--- src/rtl/never8_pkg.sv ---
// never8_pkg: shared types and widths for the Never8 control slice.
//   PC_W     - program counter / immediate width
//   DATA_W   - datapath width
//   opcode_t - 3-bit instruction opcodes (IR[7:5])
//   state_t  - sequencer states
package never8_pkg;

   localparam int unsigned PC_W   = 5;
   localparam int unsigned DATA_W = 8;

   typedef enum logic [2:0] {
      OP_ADD  = 3'b000,
      OP_SUB  = 3'b001,
      OP_LDI  = 3'b010,
      OP_JMP  = 3'b011,
      OP_JZ   = 3'b100,
      OP_JC   = 3'b101,
      OP_OUT  = 3'b110,
      OP_HALT = 3'b111
   } opcode_t;

   typedef enum logic [2:0] {
      ST_FETCH,
      ST_DECODE,
      ST_EXECUTE,
      ST_HALTED,
      ST_WAIT_STEP
   } state_t;

endpackage

--- src/rtl/never8_control_if.sv ---
// never8_control_if: instruction-memory fetch handshake.
//   imem_req  - fetch request (master -> slave)
//   imem_addr - fetch address (master -> slave)
//   imem_ack  - imem_data valid this cycle (slave -> master)
//   imem_data - instruction word (slave -> master)
interface never8_control_if;

   logic                            imem_req;
   logic [never8_pkg::PC_W-1:0]     imem_addr;
   logic                            imem_ack;
   logic [never8_pkg::DATA_W-1:0]   imem_data;

   modport master (output imem_req, imem_addr, input imem_ack, imem_data);
   modport slave  (input imem_req, imem_addr, output imem_ack, imem_data);

endinterface

--- src/rtl/never8_pc.sv ---
// never8_pc: program counter with increment, load and reset value.
//   clk, rst_n - clock, asynchronous active-low reset (loads RESET_PC)
//   inc        - advance PC by one (wraps modulo 2**PC_W)
//   load       - load load_val; takes priority over inc
//   load_val   - jump target
//   pc         - current PC
module never8_pc
   import never8_pkg::*;
#(
   parameter logic [PC_W-1:0] RESET_PC = '0
) (
   input  logic            clk,
   input  logic            rst_n,
   input  logic            inc,
   input  logic            load,
   input  logic [PC_W-1:0] load_val,
   output logic [PC_W-1:0] pc
);

   always_ff @(posedge clk or negedge rst_n) begin
      if (!rst_n) begin
         pc <= RESET_PC;
      end else if (load) begin
         pc <= load_val;
      end else if (inc) begin
         pc <= pc + PC_W'(1);
      end
   end

endmodule

--- src/rtl/never8_control.sv ---
// never8_control: fetch/decode/execute sequencer for the Never8 core.
//   clk, rst_n     - clock, asynchronous active-low reset
//   step           - single-step release (only with NEVER8_SINGLE_STEP_EN)
//   imem           - fetch handshake (master side of never8_control_if)
//   alu_opcode     - IR[7:5] to external ALU
//   alu_a          - IR[4:0] to external ALU
//   acc            - accumulator, to ALU b input
//   alu_data_out, alu_c, alu_zflag - ALU results, committed on ADD/SUB
//   out_data       - accumulator value latched by OUT
//   out_valid      - one-cycle OUT strobe
//   halted         - core stopped by HALT, cleared only by reset
// Optional feature macro: NEVER8_SINGLE_STEP_EN adds the step port and a
// WAIT_STEP state after EXECUTE.
module never8_control
   import never8_pkg::*;
#(
   parameter logic [PC_W-1:0] RESET_PC = 5'd0
) (
   input  logic              clk,
   input  logic              rst_n,
`ifdef NEVER8_SINGLE_STEP_EN
   input  logic              step,
`endif
   never8_control_if.master  imem,
   output logic [2:0]        alu_opcode,
   output logic [PC_W-1:0]   alu_a,
   output logic [DATA_W-1:0] acc,
   input  logic [DATA_W-1:0] alu_data_out,
   input  logic              alu_c,
   input  logic              alu_zflag,
   output logic [DATA_W-1:0] out_data,
   output logic              out_valid,
   output logic              halted
);

   state_t              state;
   logic [DATA_W-1:0]   ir;
   logic                c_flag;
   logic                z_flag;
   logic                req_q;
   logic [PC_W-1:0]     pc;
   logic                pc_inc;
   logic                jump_taken;
   opcode_t             op;
   logic [PC_W-1:0]     imm;

   assign op         = opcode_t'(ir[7:5]);
   assign imm        = ir[PC_W-1:0];
   assign alu_opcode = ir[7:5];
   assign alu_a      = imm;

   assign imem.imem_req  = req_q;
   assign imem.imem_addr = pc;

   // PC advances on the accepted fetch; a taken jump reloads it in EXECUTE.
   assign pc_inc = (state == ST_FETCH) && req_q && imem.imem_ack;

   always_comb begin
      jump_taken = 1'b0;
      if (state == ST_EXECUTE) begin
         case (op)
            OP_JMP:  jump_taken = 1'b1;
            OP_JZ:   jump_taken = z_flag;
            OP_JC:   jump_taken = c_flag;
            default: jump_taken = 1'b0;
         endcase
      end
   end

   never8_pc #(.RESET_PC(RESET_PC)) u_pc (
      .clk      (clk),
      .rst_n    (rst_n),
      .inc      (pc_inc),
      .load     (jump_taken),
      .load_val (imm),
      .pc       (pc)
   );

   always_ff @(posedge clk or negedge rst_n) begin
      if (!rst_n) begin
         state     <= ST_FETCH;
         ir        <= '0;
         acc       <= '0;
         c_flag    <= 1'b0;
         z_flag    <= 1'b0;
         req_q     <= 1'b0;
         out_data  <= '0;
         out_valid <= 1'b0;
         halted    <= 1'b0;
      end else begin
         out_valid <= 1'b0;
         case (state)
            // req is raised on entry (by EXECUTE, or here after reset), so an
            // ack is only honoured once the request is actually visible.
            ST_FETCH: begin
               if (!req_q) begin
                  req_q <= 1'b1;
               end else if (imem.imem_ack) begin
                  ir    <= imem.imem_data;
                  req_q <= 1'b0;
                  state <= ST_DECODE;
               end
            end
            ST_DECODE: begin
               if (op == OP_HALT) begin
                  state  <= ST_HALTED;
                  halted <= 1'b1;
               end else begin
                  state <= ST_EXECUTE;
               end
            end
            ST_EXECUTE: begin
               case (op)
                  OP_ADD, OP_SUB: begin
                     acc    <= alu_data_out;
                     c_flag <= alu_c;
                     z_flag <= alu_zflag;
                  end
                  OP_LDI: begin
                     acc    <= {{(DATA_W-PC_W){1'b0}}, imm};
                     z_flag <= (imm == '0);
                  end
                  OP_OUT: begin
                     out_data  <= acc;
                     out_valid <= 1'b1;
                  end
                  default: ;
               endcase
`ifdef NEVER8_SINGLE_STEP_EN
               state <= ST_WAIT_STEP;
`else
               state <= ST_FETCH;
               req_q <= 1'b1;
`endif
            end
`ifdef NEVER8_SINGLE_STEP_EN
            ST_WAIT_STEP: begin
               if (step) begin
                  state <= ST_FETCH;
                  req_q <= 1'b1;
               end
            end
`endif
            ST_HALTED: ;
            default: state <= ST_FETCH;
         endcase
      end
   end

endmodule

--- src/flat_wrapper.sv ---
// flat-port wrapper written by rule: the top's interface ports become plain ports
module never8_control_flat import never8_pkg::*;
#(
   parameter logic [PC_W-1:0] RESET_PC = 5'd0
)
  (clk, rst_n, alu_opcode, alu_a, acc, alu_data_out, alu_c, alu_zflag, out_data, out_valid, halted, imem_imem_req, imem_imem_addr, imem_imem_ack, imem_imem_data);
  never8_control_if imem_i ();
  input  logic clk;
  input  logic rst_n;
  output logic [2:0] alu_opcode;
  output logic [PC_W-1:0] alu_a;
  output logic [DATA_W-1:0] acc;
  input  logic [DATA_W-1:0] alu_data_out;
  input  logic alu_c;
  input  logic alu_zflag;
  output logic [DATA_W-1:0] out_data;
  output logic out_valid;
  output logic halted;
  output wire logic [$bits(imem_i.imem_req)-1:0] imem_imem_req;
  output wire logic [$bits(imem_i.imem_addr)-1:0] imem_imem_addr;
  input wire logic [$bits(imem_i.imem_ack)-1:0] imem_imem_ack;
  input wire logic [$bits(imem_i.imem_data)-1:0] imem_imem_data;
  assign imem_imem_req = imem_i.imem_req;
  assign imem_imem_addr = imem_i.imem_addr;
  assign imem_i.imem_ack = imem_imem_ack;
  assign imem_i.imem_data = imem_imem_data;
  never8_control #(.RESET_PC(RESET_PC)) u_core (.clk(clk), .rst_n(rst_n), .imem(imem_i), .alu_opcode(alu_opcode), .alu_a(alu_a), .acc(acc), .alu_data_out(alu_data_out), .alu_c(alu_c), .alu_zflag(alu_zflag), .out_data(out_data), .out_valid(out_valid), .halted(halted));
endmodule
--- config.mk ---
export PLATFORM = sky130hd
export DESIGN_NAME = never8_control_flat
export DESIGN_NICKNAME = d
export VERILOG_FILES = /design/src/rtl/never8_pkg.sv /design/src/rtl/never8_control_if.sv /design/src/rtl/never8_pc.sv /design/src/rtl/never8_control.sv /design/src/flat_wrapper.sv
export SDC_FILE = /design/constraint.sdc
export NUM_CORES = 1
export LEC_CHECK = 0
export BUFFER_PORTS_ARGS = -buffer_cell sky130_fd_sc_hd__buf_2
export CORE_AREA = 2 2 61 63
export DETAILED_ROUTE_END_ITERATION = 12
export DIE_AREA = 0 0 63 65
export GPL_TIMING_DRIVEN = 0
export PLACE_DENSITY = 0.81
export SYNTH_ARGS = -nofsm -noshare
export SYNTH_HDL_FRONTEND = slang
export SYNTH_SLANG_ARGS = --single-unit
--- constraint.sdc ---
create_clock -name clk -period 1.9 [get_ports clk]
set_input_delay 0.095 -clock clk [delete_from_list [all_inputs] [get_ports clk]]
set_output_delay 0.095 -clock clk [all_outputs]
set_load 0.005 [all_outputs]
## Word level (Yosys, flattened, before mapping)

Cells that the tools add are included.

- Add/subtract/negate cells: 1
- Multiply operators: 0
- Div/mod/pow operators: 0
- $lt $le $gt $ge: 0
- Equality and inequality tests: 12
- Shifts and indexed selects: 0
- Multiplexer cells: 15
- Bitwise operators: 1
- Reduce and logical (&&, ||, !) cells: 15

Operators by type and width:

| operator | count |
|---|---|
| $pmux 8 s2 | 1 |
| $eq 3x2->1 const B | 4 |
| $eq 3x3->1 const B | 4 |
| $mux 5 | 2 |
| $pmux 3 s3 | 1 |
| $reduce_and 2->1 | 4 |
| $eq 3x1->1 const B | 2 |
| $logic_not 3->1 | 2 |
| $mux 1 | 6 |
| $mux 3 | 2 |
| $reduce_and 3->1 | 2 |
| $reduce_bool 2->1 | 3 |
| $add 5x1->5 const B | 1 |
| $logic_not 5->1 | 1 |
| $pmux 1 s2 | 2 |
| $pmux 1 s3 | 1 |
| $logic_and 1x1->1 | 2 |
| $ne 2x1->1 const B | 1 |
| $ne 2x2->1 const B | 1 |
| $reduce_or 2->1 | 1 |
| $not 1->1 | 1 |

- Flip-flop bits (word level): 37
- Bits in latches: 0
- Bits in writable memories: 0
- ROM bits: 0
- Input bits: 21
- Word-level logic and storage cells: 54
- Memories: 0

## Depth between registers and ports, before layout

Gate-level depths: netlist of the first run.

- Depth after elaboration: 5
- Gate-level depth with buffers: 5
- Gate-level depth less buffers: 5

## By module

Synthesis of the first run repeated with hierarchy kept, for this count alone.

- Cell total of the unflattened synthesis: 128
- Area, all modules: 1,582.8 um^2

By module, submodules not included:

| module | times used | cells each | area each (um^2) | seq. area each (um^2) |
|---|---|---|---|---|
| never8_control | 1 | 104 | 1,333.8 | 775.7 |
| never8_pc | 1 | 24 | 249.0 | 125.1 |

## Worst setup path after synthesis of the first run

No wires, ideal clock.

- Path kind: register to register
- Start point: register u_core.ir[5]
- End point: register u_core.u_pc.pc[4]
- Setup time: 0.124 ns
- Data arrival time: 1.355 ns
- Path slack: 0.421 ns
- Cell stages (with the launch flop): 6
- Period minus slack after synthesis: 1.479 ns
- Cells stage by stage: dfrtp_1 buf_6 nand4bb_4 a31oi_4 o21ai_2 a211o_1

- Longest elaborated chain between the ends: 4

Ends and longest elaborated chain:

| what | line | source |
|---|---|---|
| start: declaration | never8_control.sv:37 | `logic [DATA_W-1:0] ir;` |
| start signal: assignment | never8_control.sv:99 | `ir <= imem.imem_data;` |
| $eq 3x3->1 or $eq 3x2->1 (tied branches) | never8_control.sv:61 | `case (op)` |
| $pmux 1 s3 * | never8_control.sv:61 |  |
| $mux 1 * | never8_control.sv:60 | `if (state == ST_EXECUTE) begin` |
| $mux 5 or $reduce_bool 2->1 (tied branches) | n/a |  |
| end signal: assignment | never8_pc.sv:24 | `pc <= load_val;` |
| end signal: assignment | never8_pc.sv:26 | `pc <= pc + PC_W'(1);` |
| end: declaration | never8_pc.sv:17 | `output logic [PC_W-1:0] pc` |

Mark *: on every way between the ends. The rest lies on a longest branch, timed or not.
A chain may end at the register's enable or synchronous reset.

## Worst setup path in the final report of the first run

- Start point: register u_core.ir[7]
- End point: register u_core.u_pc.pc[3]

The elaborated chain is that of the path after synthesis.

==> results.json, run 1 <==
{
  "netlist_instances": 148,
  "share_seq_of_total_power_pct": 43.6,
  "nNetsFinal": 239,
  "setup.worst_path.end_class": "flop",
  "syn-mean-instance-area_um2": 11.2,
  "ys_seq_area_share_pct": 54.6,
  "antenna_violations_before_repair": 0,
  "timing_limited_maximum_frequency_ghz": 0.625,
  "finClkSkew_ps": 5.57,
  "avgRoutedWirePerCell_um": 12.9,
  "synthesis.area_mm2": 0.00165,
  "cell_internal_pwr_mw": 1.97,
  "synth-edff-count": 0,
  "die_width_um": 63,
  "required_ps": 2150,
  "numPlacedInstances": 248,
  "drtIter0Drc": 35,
  "clock_insertion_delay_worst_skew_ps": 340,
  "cts_tree": "done",
  "cts_root_buffer": "clkbuf_4",
  "place_worst_setup_slack_ps": 305,
  "portBuffers": 52,
  "areaGrowthSynthToFinish_pct": 29.4,
  "dieArea_mm2": 0.00410,
  "cap_violations": 0,
  "num_antenna_cells": 0,
  "grt_setup_unrepaired": "no",
  "final_setup_viols": 0,
  "drive_above_1_share_pct": 39.2,
  "hold_slack_ps": 12.0,
  "critPathKind": "flop to flop",
  "cp_data_arrival_time_ps": 1850,
  "via_count_of_the_first_global_routing_pass": 1251,
  "synth.yosys.warnings": 0,
  "post-route-worst-setup-slack_ps": 299,
  "power.static_leakage_nw": 1.08,
  "timing_worst_slew_pin_value_ps": 783,
  "synth_async_sr_flop_share_pct": 100,
  "numClockSinks": 36,
  "synth_fp_nets": 170,
  "hold_viol": 0,
  "postRouteAntennaNets": 0,
  "power.ir.vdd_worst_v": 0.000750,
  "cts_resized": 0,
  "totalPowerFinal_mw": 3.13,
  "core.rowCount": 22,
  "remaining_drc_errors": 0,
  "via_per_inst": 4.90,
  "finalCritPeriodShare_pct": 84.2,
  "post_layout_nonfiller_instances": 265,
  "routabilityCongestion": 0.763,
  "final_period_minus_worst_setup_slack_ps": 1600,
  "netSwitchingPower_mw": 1.16,
  "grt_start_max_net_pins": 37,
  "power.density_mw_per_mm2": 1470,
  "final_common_cell": "buf_2",
  "max_slew_margin_pct": 47.8,
  "route.vias.total": 1299,
  "grt_util_all_layers_pct": 18.5,
  "cts.path.max_buffers": 2,
  "comb_power_share_pct": 41.7,
  "synth_seq_cells": 36,
  "cp-start-kind": "flop",
  "h_tree_levels": 2,
  "timing.hold.worst.class": "primary input to flop",
  "area_of_the_core_mm2": 0.00350,
  "ios": 53,
  "postSynth.topFlopCell": "dfrtp_1",
  "synth.distinct_cells": 35,
  "most-common-layout-cells": "54 x buf_2, 41 x nand2_1, 36 x dfrtp_1",
  "status": "finished clean",
  "total_congestion_overflow": 0,
  "fp.dieH_um": 65,
  "drtPass1Iterations": 5,
  "numCtsBuffers": 5,
  "grt_pass1_wl_um": 5730,
  "fillerInstances": 319,
  "total_negative_setup_slack_ps": 0,
  "setup.reg_to_reg.worst_slack_ps": 300,
  "start_util_pct": 47.2,
  "dp_hpwl_um": 2430,
  "power_switching_share_pct": 37.2,
  "fin_max_slew_vios": 0,
  "total_wire_length_after_detailed_routing_um": 3420,
  "critical_path_maximum_fanout": 10,
  "cts.reportedPaths.clkPinSlew_ps": 110,
  "clock_power_share_pct": 14.7,
  "cts_post_setup_buffers_inserted": 0
}
-- power groups by stage --
stage	clock (mW)	combinational (mW)	sequential (mW)
finish	0.461	1.30	1.36
global placement	0	1.25	1.37
CTS	0.462	1.32	1.37
detailed placement	0	1.29	1.38
floorplan	0	0.810	1.36
global route	0.509	1.45	1.42
-- metal layers --
layer  routed length [µm]  up-vias  part of all wire (%)  track usage, %
met1                 1540      607                    45            22.8
met5                    0        -                     0               0
met4                   39        0                   1.1            5.00
met2                 1620       43                    47            31.1
li1                     -      643                     -               -
met3                  221        6                   6.5            6.25
-- layout make-up --
| cell class | count | area (µm²) | share of cell area, % |
|---|---|---|---|
| plain buffers | 8 | 55.1 | 2.58 |
| flip-flops and latches | 36 | 901 | 42.2 |
| clock buffers | 7 | 65.1 | 3.05 |
| well taps | 48 | 60.1 | 2.81 |
| multi-input cells | 102 | 687 | 32.2 |
| inverters | 2 | 7.51 | 0.351 |
| repair buffers | 62 | 360 | 16.9 |
-- critical path, stage by stage (launching register included) --
cell and delay [ps]:
dfrtp_1 390, buf_4 170, nand3b_1 220, a31oi_4 320, o21ai_0 170, a21bo_2 240
-- cell families (layout without fill, tap and decap cells) --
kind of cell	count (synthesis)	after routing	share of synthesized area, %
flops	36	36	54.6
xor+xnor	2	2	1.06
compound gates	22	22	8.95
simple gates	61	61	20.5
mux	16	16	10.4
buf+inv	10	79	3.79
fa+ha+maj	1	1	0.758
-- sequential cells by signal, indices dropped and copies added, names as in the netlist --
signal	flops
u_core.state	2
u_core.ir	8
u_core.imem.imem_req	1
u_core.out_data	8
u_core.u_pc.pc	5
u_core.acc	8
u_core.halted	1
u_core.c_flag	1
u_core.z_flag	1
u_core.out_valid	1
-- final timing paths --
path                                     end            start  cells past startpoint
max                        u_core.u_pc.pc[3]     u_core.ir[7]                      5
min                            u_core.acc[7]  alu_data_out[7]                      3
max reg2reg                u_core.u_pc.pc[3]     u_core.ir[7]                      5
min reg2reg                    u_core.halted    u_core.halted                      1
max in group asynchronous  u_core.u_pc.pc[2]            rst_n                      2
min in group asynchronous  u_core.u_pc.pc[4]            rst_n                      2
-- metrics by stage --
stage	util, %	area (µm²)
finish	61.1	2140
global route	61.1	2140
CTS	61.1	2140
detailed placement	56.4	1970
global placement	56.4	1970
floorplan	-	1650
-- Yosys cell counts (all sizes together), types with 2 or more instances --
cell / number / area (µm²)
nand2: 41 / 154
dfrtp: 36 / 901
o21ai: 15 / 78.8
mux2: 9 / 101
mux2i: 7 / 70.1
buf: 6 / 47.5
nand2b: 4 / 32.5
nor3: 4 / 31.3
a211o: 2 / 18.8
a21oi: 2 / 10.0
clkbuf: 2 / 7.51
inv: 2 / 7.51
nand3: 2 / 10.0
nand4bb: 2 / 38.8
-- timing repair --
action / 4_1_cts / 5_1_grt
setup endpoints to repair: 0 / 0
endpoints found under the hold margin: 45 / 0
hold buffers: 10 / 0
Note: power is estimated with default switching activity, not from simulation.
==> inputs of run 2 (changes only) <==
--- a/config.mk
+++ b/config.mk
@@ -6,11 +6,11 @@
 export NUM_CORES = 1
 export LEC_CHECK = 0
 export BUFFER_PORTS_ARGS = -buffer_cell sky130_fd_sc_hd__buf_2
-export CORE_AREA = 2 2 61 63
+export CORE_AREA = 2 2 64 66
 export DETAILED_ROUTE_END_ITERATION = 12
-export DIE_AREA = 0 0 63 65
+export DIE_AREA = 0 0 66 68
 export GPL_TIMING_DRIVEN = 0
-export PLACE_DENSITY = 0.81
+export PLACE_DENSITY = 0.78
 export SYNTH_ARGS = -nofsm -noshare
 export SYNTH_HDL_FRONTEND = slang
 export SYNTH_SLANG_ARGS = --single-unit
==> constraint.sdc (replaced) <==
create_clock -name clk -period 1.3 [get_ports clk]
set_input_delay 0.065 -clock clk [delete_from_list [all_inputs] [get_ports clk]]
set_output_delay 0.065 -clock clk [all_outputs]
set_load 0.005 [all_outputs]
==> results.json, run 2 (same netlist as run 1, synthesis figures left out) <==
{
  "status": "finished with violations",
  "failed_checks": "setup timing",
  "via_per_inst": 4.95,
  "remaining_drc_errors": 0,
  "numClockSinks": 36,
  "num_antenna_cells": 0,
  "finalCritPeriodShare_pct": 114,
  "numPlacedInstances": 250,
  "top_signal_layer_used": "met4",
  "total_wire_length_after_detailed_routing_um": 3810,
  "r2r_end": "u_core.u_pc.pc[3]",
  "fin_max_slew_vios": 0,
  "post-route-worst-setup-slack_ps": -184,
  "hold_viol": 0,
  "dr_wl_met3_um": 291,
  "max_slew_margin_pct": 46.1,
  "start_util_pct": 42.8,
  "hold-path-cell-count": 2,
  "areaGrowthSynthToFinish_pct": 41.8,
  "power.ir.vdd_worst_v": 0.00102,
  "required_ps": 1480,
  "drtPass1Iterations": 4,
  "timing_worst_slew_pin_value_ps": 808,
  "worst_r2r_startpoint": "u_core.ir[7]",
  "final_setup_viols": 23,
  "h_tree_levels": 2,
  "route.vias.total": 1385,
  "avgRoutedWirePerCell_um": 13.6,
  "totalPowerFinal_mw": 5.06,
  "post_layout_nonfiller_instances": 280,
  "setup.reg_to_reg.worst_slack_ps": -180,
  "power.density_mw_per_mm2": 2160,
  "cts_root_buffer": "clkbuf_8",
  "most-common-layout-cells": "52 x buf_2, 41 x nand2_1, 36 x dfrtp_1",
  "critical_path_maximum_fanout": 8,
  "dp_hpwl_um": 2550,
  "grt_pass1_wl_um": 6100,
  "finClkSkew_ps": 10.6,
  "crit_path_end": "u_core.u_pc.pc[3]",
  "met2_wirelength_um": 1780,
  "power.static_leakage_nw": 1.17,
  "drtIter0Drc": 59,
  "cts.reportedPaths.clkPinSlew_ps": 70,
  "final_period_minus_worst_setup_slack_ps": 1480,
  "nNetsFinal": 252,
  "antenna_violations_before_repair": 0,
  "cts.path.max_buffers": 2,
  "clock_insertion_delay_worst_skew_ps": 290,
  "ios": 53,
  "die_width_um": 66,
  "grt_start_max_net_pins": 37,
  "drive_above_1_share_pct": 43.5,
  "cp-start-kind": "flop",
  "grt_util_all_layers_pct": 18.5,
  "via_count_of_the_first_global_routing_pass": 1305,
  "setup.worst_path.end_class": "flop",
  "dieArea_mm2": 0.00449,
  "fp.dieH_um": 68,
  "total_congestion_overflow": 0,
  "cp_data_arrival_time_ps": 1660,
  "cap_violations": 0,
  "cts_tree": "done",
  "timing.hold.worst.class": "primary input to flop",
  "postRouteAntennaNets": 0,
  "critPathKind": "flop to flop",
  "grt_setup_unrepaired": "yes",
  "routabilityCongestion": 0.802,
  "final_common_cell": "buf_2",
  "core.rowCount": 23,
  "length_of_routed_wiring_on_met1_um": 1690,
  "area_of_the_core_mm2": 0.00386,
  "portBuffers": 52,
  "layout_top_registers": "u_core.acc x8, u_core.ir x8, u_core.out_data x8",
  "critPathLaunch": "u_core.ir[7]",
  "worst_r2r_path_depth": 5,
  "numCtsBuffers": 5,
  "timing_limited_maximum_frequency_ghz": 0.674
}
-- run 2: critical path: stages (launching register included) --
cell,delay [ps]
dfrtp_1,390
buf_6,140
nand3b_1,210
a31oi_4,310
o21ai_1,110
a21bo_2,210
-- run 2: what timing repair did --
action,4_1_cts,5_1_grt
endpoints found under the hold margin,44,0
resized for setup,14,1
pin swaps,6,2
endpoints found under the setup margin,22,32
hold buffers,9,0
setup buffers,10,3
cloned,1,0
-- run 2: how the worst min path moves through the flow --
stage          startpoint                  to  slack (ps)
3_5_place_dp        rst_n  u_core.out_data[1]         200
5_1_grt             alu_c       u_core.c_flag          10
6_report            alu_c       u_core.c_flag           9
4_1_cts             alu_c       u_core.c_flag           6
2_1_floorplan       rst_n       u_core.acc[0]        -230
3_3_place_gp        rst_n  u_core.out_data[7]         190
-- run 2: where the power goes --
part           internal [mW]  total (mW)  switching (mW)
Clock                  0.362       0.740           0.378
Sequential              1.59        2.03           0.431
Combinational           1.27        2.30            1.03
-- run 2: routing by layer --
layer  vias up  track usage [%]
li1        672                -
met1       645             22.9
met2        60             31.4
met3         8             5.76
met4         0             5.61
met5         -                0
-- run 2: cell type report --
cell class | instances | area [µm²]
multi-input cells | 103 | 743
plain buffers | 8 | 63.8
well taps | 50 | 62.6
clock buffers | 5 | 68.8
flip-flops and latches | 36 | 901
fillers | 346 | 1520
inverters | 2 | 7.51
clock inverters | 2 | 12.5
repair buffers | 74 | 480
-- run 2: stage by stage --
stage | worst slack, ps | cell area, µm² | utilization, % | setup TNS [ps] | hold slack [ps]
after floorplan | -125 | 1660 | - | -1380 | -231
after global placement | -247 | 1980 | 51.4 | -3500 | 185
after detailed placement | -280 | 1980 | 51.4 | -3960 | 196
after CTS | -204 | 2300 | 59.8 | -3470 | 5.85
after global routing | -259 | 2340 | 60.7 | -5330 | 14.9
final | -184 | 2340 | 60.7 | -3280 | 9.42
